<file path="src/rtl/div_axis_iter_if.sv">
// rtl/div_axis_iter_if.sv - operand and result stream bundle for div_axis_iter
interface div_axis_iter_if #(
    parameter int WIDTH = 32
);
    logic [WIDTH-1:0]   s_axis_dividend_tdata;
    logic               s_axis_dividend_tvalid;
    logic               s_axis_dividend_tready;
    logic [WIDTH-1:0]   s_axis_divisor_tdata;
    logic               s_axis_divisor_tvalid;
    logic               s_axis_divisor_tready;
    logic [2*WIDTH-1:0] m_axis_dout_tdata;
    logic               m_axis_dout_tvalid;

    modport master (
        output s_axis_dividend_tdata, s_axis_dividend_tvalid,
        output s_axis_divisor_tdata, s_axis_divisor_tvalid,
        input  s_axis_dividend_tready, s_axis_divisor_tready,
        input  m_axis_dout_tdata, m_axis_dout_tvalid
    );

    modport slave (
        input  s_axis_dividend_tdata, s_axis_dividend_tvalid,
        input  s_axis_divisor_tdata, s_axis_divisor_tvalid,
        output s_axis_dividend_tready, s_axis_divisor_tready,
        output m_axis_dout_tdata, m_axis_dout_tvalid
    );
endinterface

</file>
<file path="src/rtl/div_axis_iter.sv">
// rtl/div_axis_iter.sv - iterative radix-2 restoring divider with stream operands
// Optional macro DIV_EARLY_FINISH_EN: skip iteration when |a| < |b| and b != 0.
module div_axis_iter #(
    parameter int WIDTH  = 32,
    parameter bit SIGNED = 1'b1
) (
    input  logic         clk,
    input  logic         resetn,
    div_axis_iter_if.slave bus
);
    typedef enum logic [1:0] {IDLE, CALC, FIX} state_t;

    localparam int CW = (WIDTH > 1) ? $clog2(WIDTH) : 1;

    state_t            state, state_nxt;
    logic [WIDTH-1:0]  dvd_q, dvs_q;
    logic              dvd_full, dvs_full;
    logic              dvd_hs, dvs_hs, start, early;
    logic [WIDTH-1:0]  op_a, op_b, a_mag, b_mag;
    logic              a_neg, b_neg;
    logic [WIDTH-1:0]  mag_b, quo, rem;
    logic              sq, sr, b_zero;
    logic [CW-1:0]     cnt;
    logic [WIDTH:0]    r_shift, diff;
    logic [WIDTH-1:0]  q_fin, r_fin;

    assign bus.s_axis_dividend_tready = (state == IDLE) & ~dvd_full;
    assign bus.s_axis_divisor_tready  = (state == IDLE) & ~dvs_full;

    assign dvd_hs = bus.s_axis_dividend_tvalid & bus.s_axis_dividend_tready;
    assign dvs_hs = bus.s_axis_divisor_tvalid & bus.s_axis_divisor_tready;

    // An operand arriving on the start edge is used straight off the bus.
    assign op_a  = dvd_full ? dvd_q : bus.s_axis_dividend_tdata;
    assign op_b  = dvs_full ? dvs_q : bus.s_axis_divisor_tdata;
    assign start = (state == IDLE) & (dvd_full | dvd_hs) & (dvs_full | dvs_hs);

    assign a_neg = SIGNED & op_a[WIDTH-1];
    assign b_neg = SIGNED & op_b[WIDTH-1];
    assign a_mag = a_neg ? -op_a : op_a;
    assign b_mag = b_neg ? -op_b : op_b;

`ifdef DIV_EARLY_FINISH_EN
    assign early = (b_mag != '0) && (a_mag < b_mag);
`else
    assign early = 1'b0;
`endif

    // quo starts as |a| and is shifted out MSB-first while quotient bits shift in.
    assign r_shift = {rem, quo[WIDTH-1]};
    assign diff    = r_shift - {1'b0, mag_b};

    assign q_fin = b_zero ? '1 : (sq ? -quo : quo);
    assign r_fin = sr ? -rem : rem;

    always_ff @(posedge clk) begin
        if (!resetn) begin
            state <= IDLE;
        end else begin
            state <= state_nxt;
        end
    end

    always_comb begin
        state_nxt = state;
        case (state)
            IDLE: if (start) state_nxt = early ? FIX : CALC;
            CALC: if (cnt == CW'(WIDTH - 1)) state_nxt = FIX;
            FIX:  state_nxt = IDLE;
            default: state_nxt = IDLE;
        endcase
    end

    always_ff @(posedge clk) begin
        if (!resetn) begin
            dvd_q                  <= '0;
            dvs_q                  <= '0;
            dvd_full               <= 1'b0;
            dvs_full               <= 1'b0;
            mag_b                  <= '0;
            quo                    <= '0;
            rem                    <= '0;
            sq                     <= 1'b0;
            sr                     <= 1'b0;
            b_zero                 <= 1'b0;
            cnt                    <= '0;
            bus.m_axis_dout_tdata  <= '0;
            bus.m_axis_dout_tvalid <= 1'b0;
        end else begin
            bus.m_axis_dout_tvalid <= 1'b0;
            if (dvd_hs) begin
                dvd_q    <= bus.s_axis_dividend_tdata;
                dvd_full <= 1'b1;
            end
            if (dvs_hs) begin
                dvs_q    <= bus.s_axis_divisor_tdata;
                dvs_full <= 1'b1;
            end
            case (state)
                IDLE: begin
                    if (start) begin
                        mag_b  <= b_mag;
                        sq     <= a_neg ^ b_neg;
                        sr     <= a_neg;
                        b_zero <= (op_b == '0);
                        cnt    <= '0;
                        if (early) begin
                            quo <= '0;
                            rem <= a_mag;
                        end else begin
                            quo <= a_mag;
                            rem <= '0;
                        end
                    end
                end
                CALC: begin
                    cnt <= cnt + 1'b1;
                    if (!diff[WIDTH]) begin
                        rem <= diff[WIDTH-1:0];
                        quo <= {quo[WIDTH-2:0], 1'b1};
                    end else begin
                        rem <= r_shift[WIDTH-1:0];
                        quo <= {quo[WIDTH-2:0], 1'b0};
                    end
                end
                FIX: begin
                    bus.m_axis_dout_tdata  <= {q_fin, r_fin};
                    bus.m_axis_dout_tvalid <= 1'b1;
                    dvd_full               <= 1'b0;
                    dvs_full               <= 1'b0;
                end
                default: ;
            endcase
        end
    end
endmodule

</file>
<file path="src/flat_wrapper.sv">
// flat-port wrapper written by rule: the top's interface ports become plain ports
module div_axis_iter_flat 
#(
    parameter int WIDTH  = 32,
    parameter bit SIGNED = 1'b1
)
  (clk, resetn, bus_s_axis_dividend_tdata, bus_s_axis_dividend_tvalid, bus_s_axis_divisor_tdata, bus_s_axis_divisor_tvalid, bus_s_axis_dividend_tready, bus_s_axis_divisor_tready, bus_m_axis_dout_tdata, bus_m_axis_dout_tvalid);
  div_axis_iter_if #(.WIDTH(WIDTH)) bus_i ();
  input  logic clk;
  input  logic resetn;
  input wire logic [$bits(bus_i.s_axis_dividend_tdata)-1:0] bus_s_axis_dividend_tdata;
  input wire logic [$bits(bus_i.s_axis_dividend_tvalid)-1:0] bus_s_axis_dividend_tvalid;
  input wire logic [$bits(bus_i.s_axis_divisor_tdata)-1:0] bus_s_axis_divisor_tdata;
  input wire logic [$bits(bus_i.s_axis_divisor_tvalid)-1:0] bus_s_axis_divisor_tvalid;
  output wire logic [$bits(bus_i.s_axis_dividend_tready)-1:0] bus_s_axis_dividend_tready;
  output wire logic [$bits(bus_i.s_axis_divisor_tready)-1:0] bus_s_axis_divisor_tready;
  output wire logic [$bits(bus_i.m_axis_dout_tdata)-1:0] bus_m_axis_dout_tdata;
  output wire logic [$bits(bus_i.m_axis_dout_tvalid)-1:0] bus_m_axis_dout_tvalid;
  assign bus_i.s_axis_dividend_tdata = bus_s_axis_dividend_tdata;
  assign bus_i.s_axis_dividend_tvalid = bus_s_axis_dividend_tvalid;
  assign bus_i.s_axis_divisor_tdata = bus_s_axis_divisor_tdata;
  assign bus_i.s_axis_divisor_tvalid = bus_s_axis_divisor_tvalid;
  assign bus_s_axis_dividend_tready = bus_i.s_axis_dividend_tready;
  assign bus_s_axis_divisor_tready = bus_i.s_axis_divisor_tready;
  assign bus_m_axis_dout_tdata = bus_i.m_axis_dout_tdata;
  assign bus_m_axis_dout_tvalid = bus_i.m_axis_dout_tvalid;
  div_axis_iter #(.WIDTH(WIDTH), .SIGNED(SIGNED)) u_core (.clk(clk), .resetn(resetn), .bus(bus_i));
endmodule
</file>
<file path="config.mk">
export PLATFORM = sky130hd
export DESIGN_NAME = div_axis_iter_flat
export DESIGN_NICKNAME = d
export VERILOG_FILES = /design/src/rtl/div_axis_iter_if.sv /design/src/rtl/div_axis_iter.sv /design/src/flat_wrapper.sv
export SDC_FILE = /design/constraint.sdc
export NUM_CORES = 1
export LEC_CHECK = 0
export BUFFER_PORTS_ARGS = -buffer_cell sky130_fd_sc_hd__buf_2
export CAP_MARGIN = 10
export CELL_PAD_IN_SITES_DETAIL_PLACEMENT = 0
export CELL_PAD_IN_SITES_GLOBAL_PLACEMENT = 1
export CORE_MARGIN = 1.5
export CORE_UTILIZATION = 35
export DETAILED_ROUTE_END_ITERATION = 7
export GPL_ROUTABILITY_DRIVEN = 0
export PLACE_DENSITY = 0.69
export SLEW_MARGIN = 25
export SYNTH_ARGS = -nofsm -noshare
export SYNTH_HDL_FRONTEND = slang
export SYNTH_SLANG_ARGS = --single-unit
</file>
<file path="constraint.sdc">
create_clock -name clk -period 5.5 [get_ports clk]
set_clock_uncertainty 0.05 [all_clocks]
set_input_delay 0.825 -clock clk [delete_from_list [all_inputs] [get_ports clk]]
set_output_delay 0.825 -clock clk [all_outputs]
set_load 0.01 [all_outputs]
</file>
==> results_dict.tcl <==
set metrics [dict create \
    cts_max_path_buffers 3 \
    final.setup.worst_slack_ns 1.732 \
    wire_per_inst_um 16.58 \
    tightest_slew_ns 0.9923 \
    gr-total-overflow 0 \
    p_per_area_nw_per_um2 512.5 \
    via_count 12736 \
    cts.sink_count 237 \
    drt_iter0_drc 830 \
    slew_headroom_pct 32.14 \
    io_pins 135 \
    root_buffer "clkbuf_16" \
    p_leak_uw 0.006409 \
    setup_viol 0 \
    stdcell_count 2442 \
    ctsHoldBuffers 0 \
    synth.area.top_cells "dfxtp_1 (34%), a21oi_1 (8.1%), nand2_1 (8.1%)" \
    hold_depth 2 \
    clk_pin_slew_ns 0.06 \
    max-vdd-ir-drop_mv 0.4369 \
    place_area_um2 15060 \
    cts-resized-gates 0 \
    grt_pass1_vias 11512 \
    post-cts-setup-buffers 0 \
    final_antenna_net_count 0 \
    dieArea_um2 41200 \
    fin_crit_sh_pct 68.51 \
    row_count 73 \
    hold_viol 0 \
    drv_cap 0 \
    grt_max_degree 120 \
    yosys.cell_count.top_type "nand2_1" \
    r2r_cells 12 \
    start_util_pct 35.31 \
    endpoint_kind "register" \
    post-route-min-period_ns 3.768 \
    grt_pass1_wl_um 64520 \
    drcViolationCount 0 \
    antenna_cells 0 \
    avgSynthCellArea_um2 7.645 \
    synth.distinct_cells 69 \
    cp-start-kind "register" \
    ys.flop_type "dfxtp_1" \
    fill_cells 4191 \
    r2r_setup_slack_ns 1.73 \
    synthCells 1831 \
    crit_type "reg2reg" \
    synth-seq-cells 237 \
    cts_tree "built" \
    finalPower_uw 8206 \
    syn_area_um2 14000 \
    hpwl_um 29230 \
    cts_made_buffers 29 \
    critPathMaxStageDelay_ns 0.48 \
    min_path_type "reg2reg" \
    portBuffers 134 \
    synth_edf_count 0 \
    crit_fanout 31 \
    fin_area_um2 16010 \
    yosysTopAreaCell "dfxtp_1" \
    wl_um 40480 \
    synth_common_cells "nand2_1 (301), dfxtp_1 (237), a21oi_1 (226)" \
    drt_first_pass_iters 5 \
    pre_cts_ws_ns 1.725 \
    via_per_inst 5.215 \
    slowest_stage "buf_4" \
    finalNetCount 2003 \
    ys_seq_area_share_pct 33.90 \
    reg2reg_from "u_core.rem[1]" \
    min_to "u_core.mag_b[21]" \
    reg2reg_to "u_core.rem[0]" \
    clock.fmax_mhz 265.4 \
    die_w_um 203.0 \
    min_from "u_core.mag_b[21]" \
    h-tree-depth 1 \
    syn-num-nets 1938 \
    syn2layout_area_growth_pct 14.38 \
    slew_violations 0 \
    yosysWarnings 0 \
    fin_tns_setup_ns 0 \
    rsz0062_at_grt "no" \
    critPathArrivalTime_ns 4.19 \
    synth_top_area_share_pct 33.90 \
    synthArstFlopShare_pct 0 \
    clk_latency_ns 0.56 \
    required_ns 5.92 \
    status "finished, final reports clean" \
    cp_common_cell "buf_4" \
    grt_usage_pct 19.11 \
    die_y_um 203.0 \
    drive_gt1_share_pct 12.21 \
    grt_antenna_before_repair 0 \
    placed_cells 2390 \
    core-area_um2 39640 \
    worstPathCellList "ha_1 -> nor2b_1 -> o21a_1 -> a311o_1 -> a211oi_2 -> o31ai_1 -> buf_4 -> a211o_1 -> o211ai_4 -> buf_4 -> mux2_2 -> o21ai_0" \
]
[worst max-delay path by stage]
| stage | to | startpoint |
|---|---|---|
| floorplan | u_core.quo[30] | u_core.dvd_full |
| global placement | u_core.rem[0] | u_core.quo[31] |
| detailed placement | u_core.rem[0] | u_core.rem[1] |
| CTS | u_core.rem[0] | u_core.rem[1] |
| global route | u_core.rem[0] | u_core.quo[31] |
| finish | u_core.rem[0] | u_core.rem[1] |
[stage by stage]
step	util [%]	hold WS, ns
floorplan	-	0.3750
global placement	37.95	0.3887
detailed placement	37.99	0.3919
CTS	40.38	0.4007
global route	40.39	0.4151
finish	40.39	0.3975
[power by group]
group / leakage, uW / internal (uW) / switching (uW)
clock network: 0.000470 / 1170 / 754
registers: 0.00193 / 1880 / 273
logic: 0.00401 / 1760 / 2370
[area by class of cell]
cell class                 instances  area (um2)  share of cell area, %
tap                              525       656.9                  4.103
sequential                       237        4750                  29.67
clock inverter                     9       120.1                 0.7502
timing repair buffer             149       795.8                  4.970
inverter                          44       167.7                  1.047
multi-input combinational       1435        8692                  54.29
clock buffer                      43       828.3                  5.173
[routing by layer]
layer / global-route usage, % / vias up / routed length [um]
met5: 0 / - / 0
met4: 3.624 / 0 / 590
li1: - / 6615 / -
met3: 2.504 / 39 / 1583
met2: 26.55 / 204 / 15920
met1: 30.70 / 5878 / 22390
[cells by family (layout without fill, tap and decap cells)]
logic type / after synthesis / count (layout) / share of synthesized area, %
and+or+nand+nor: 634 / 634 / 20.53
AOI/OAI and AO/OA: 540 / 540 / 22.78
DFF: 237 / 237 / 33.90
buffers and inverters: 159 / 245 / 4.380
xor gates and xnor gates: 122 / 122 / 7.634
muxes: 100 / 100 / 7.241
adders and majority gates: 39 / 39 / 3.540
[placed cells by master (no fill, tap or decap), types with 15 or more instances in the layout]
cell       netlist  layout
nor3_1          53      52
buf_2            7     134
clkbuf_16        0      29
xnor2_1         54      54
ha_1            38      38
o31ai_1         20      20
o21ai_0        147     147
nand2_1        301     298
xor2_1          68      68
a211oi_1        34      34
nor2_1         126     124
mux2i_1         90      90
dfxtp_1        237     235
inv_1           44      43
or3_1           15      15
and3_1          18      18
a21oi_1        226     226
a22oi_1         23      23
nand3_1         29      29
[sequential cells by signal, summed over array words and instances, names as in the netlist, 2 cells and up]
signal / cells
u_core.bus.m_axis_dout_tdata: 64
u_core.dvd_q: 32
u_core.dvs_q: 32
u_core.mag_b: 32
u_core.quo: 32
u_core.rem: 32
u_core.cnt: 5
u_core.state: 2
[worst max-delay path, delay by kind of cell (launching register included)]
| family | cells | cell delay, ns |
|---|---|---|
| buf+inv | 2 | 0.65 |
| simple gates | 1 | 0.15 |
| flops | 1 | 0.44 |
| fa+ha+maj | 1 | 0.31 |
| mux | 1 | 0.39 |
| compound gates | 7 | 1.67 |
Note: power is estimated with default switching activity, not from simulation.
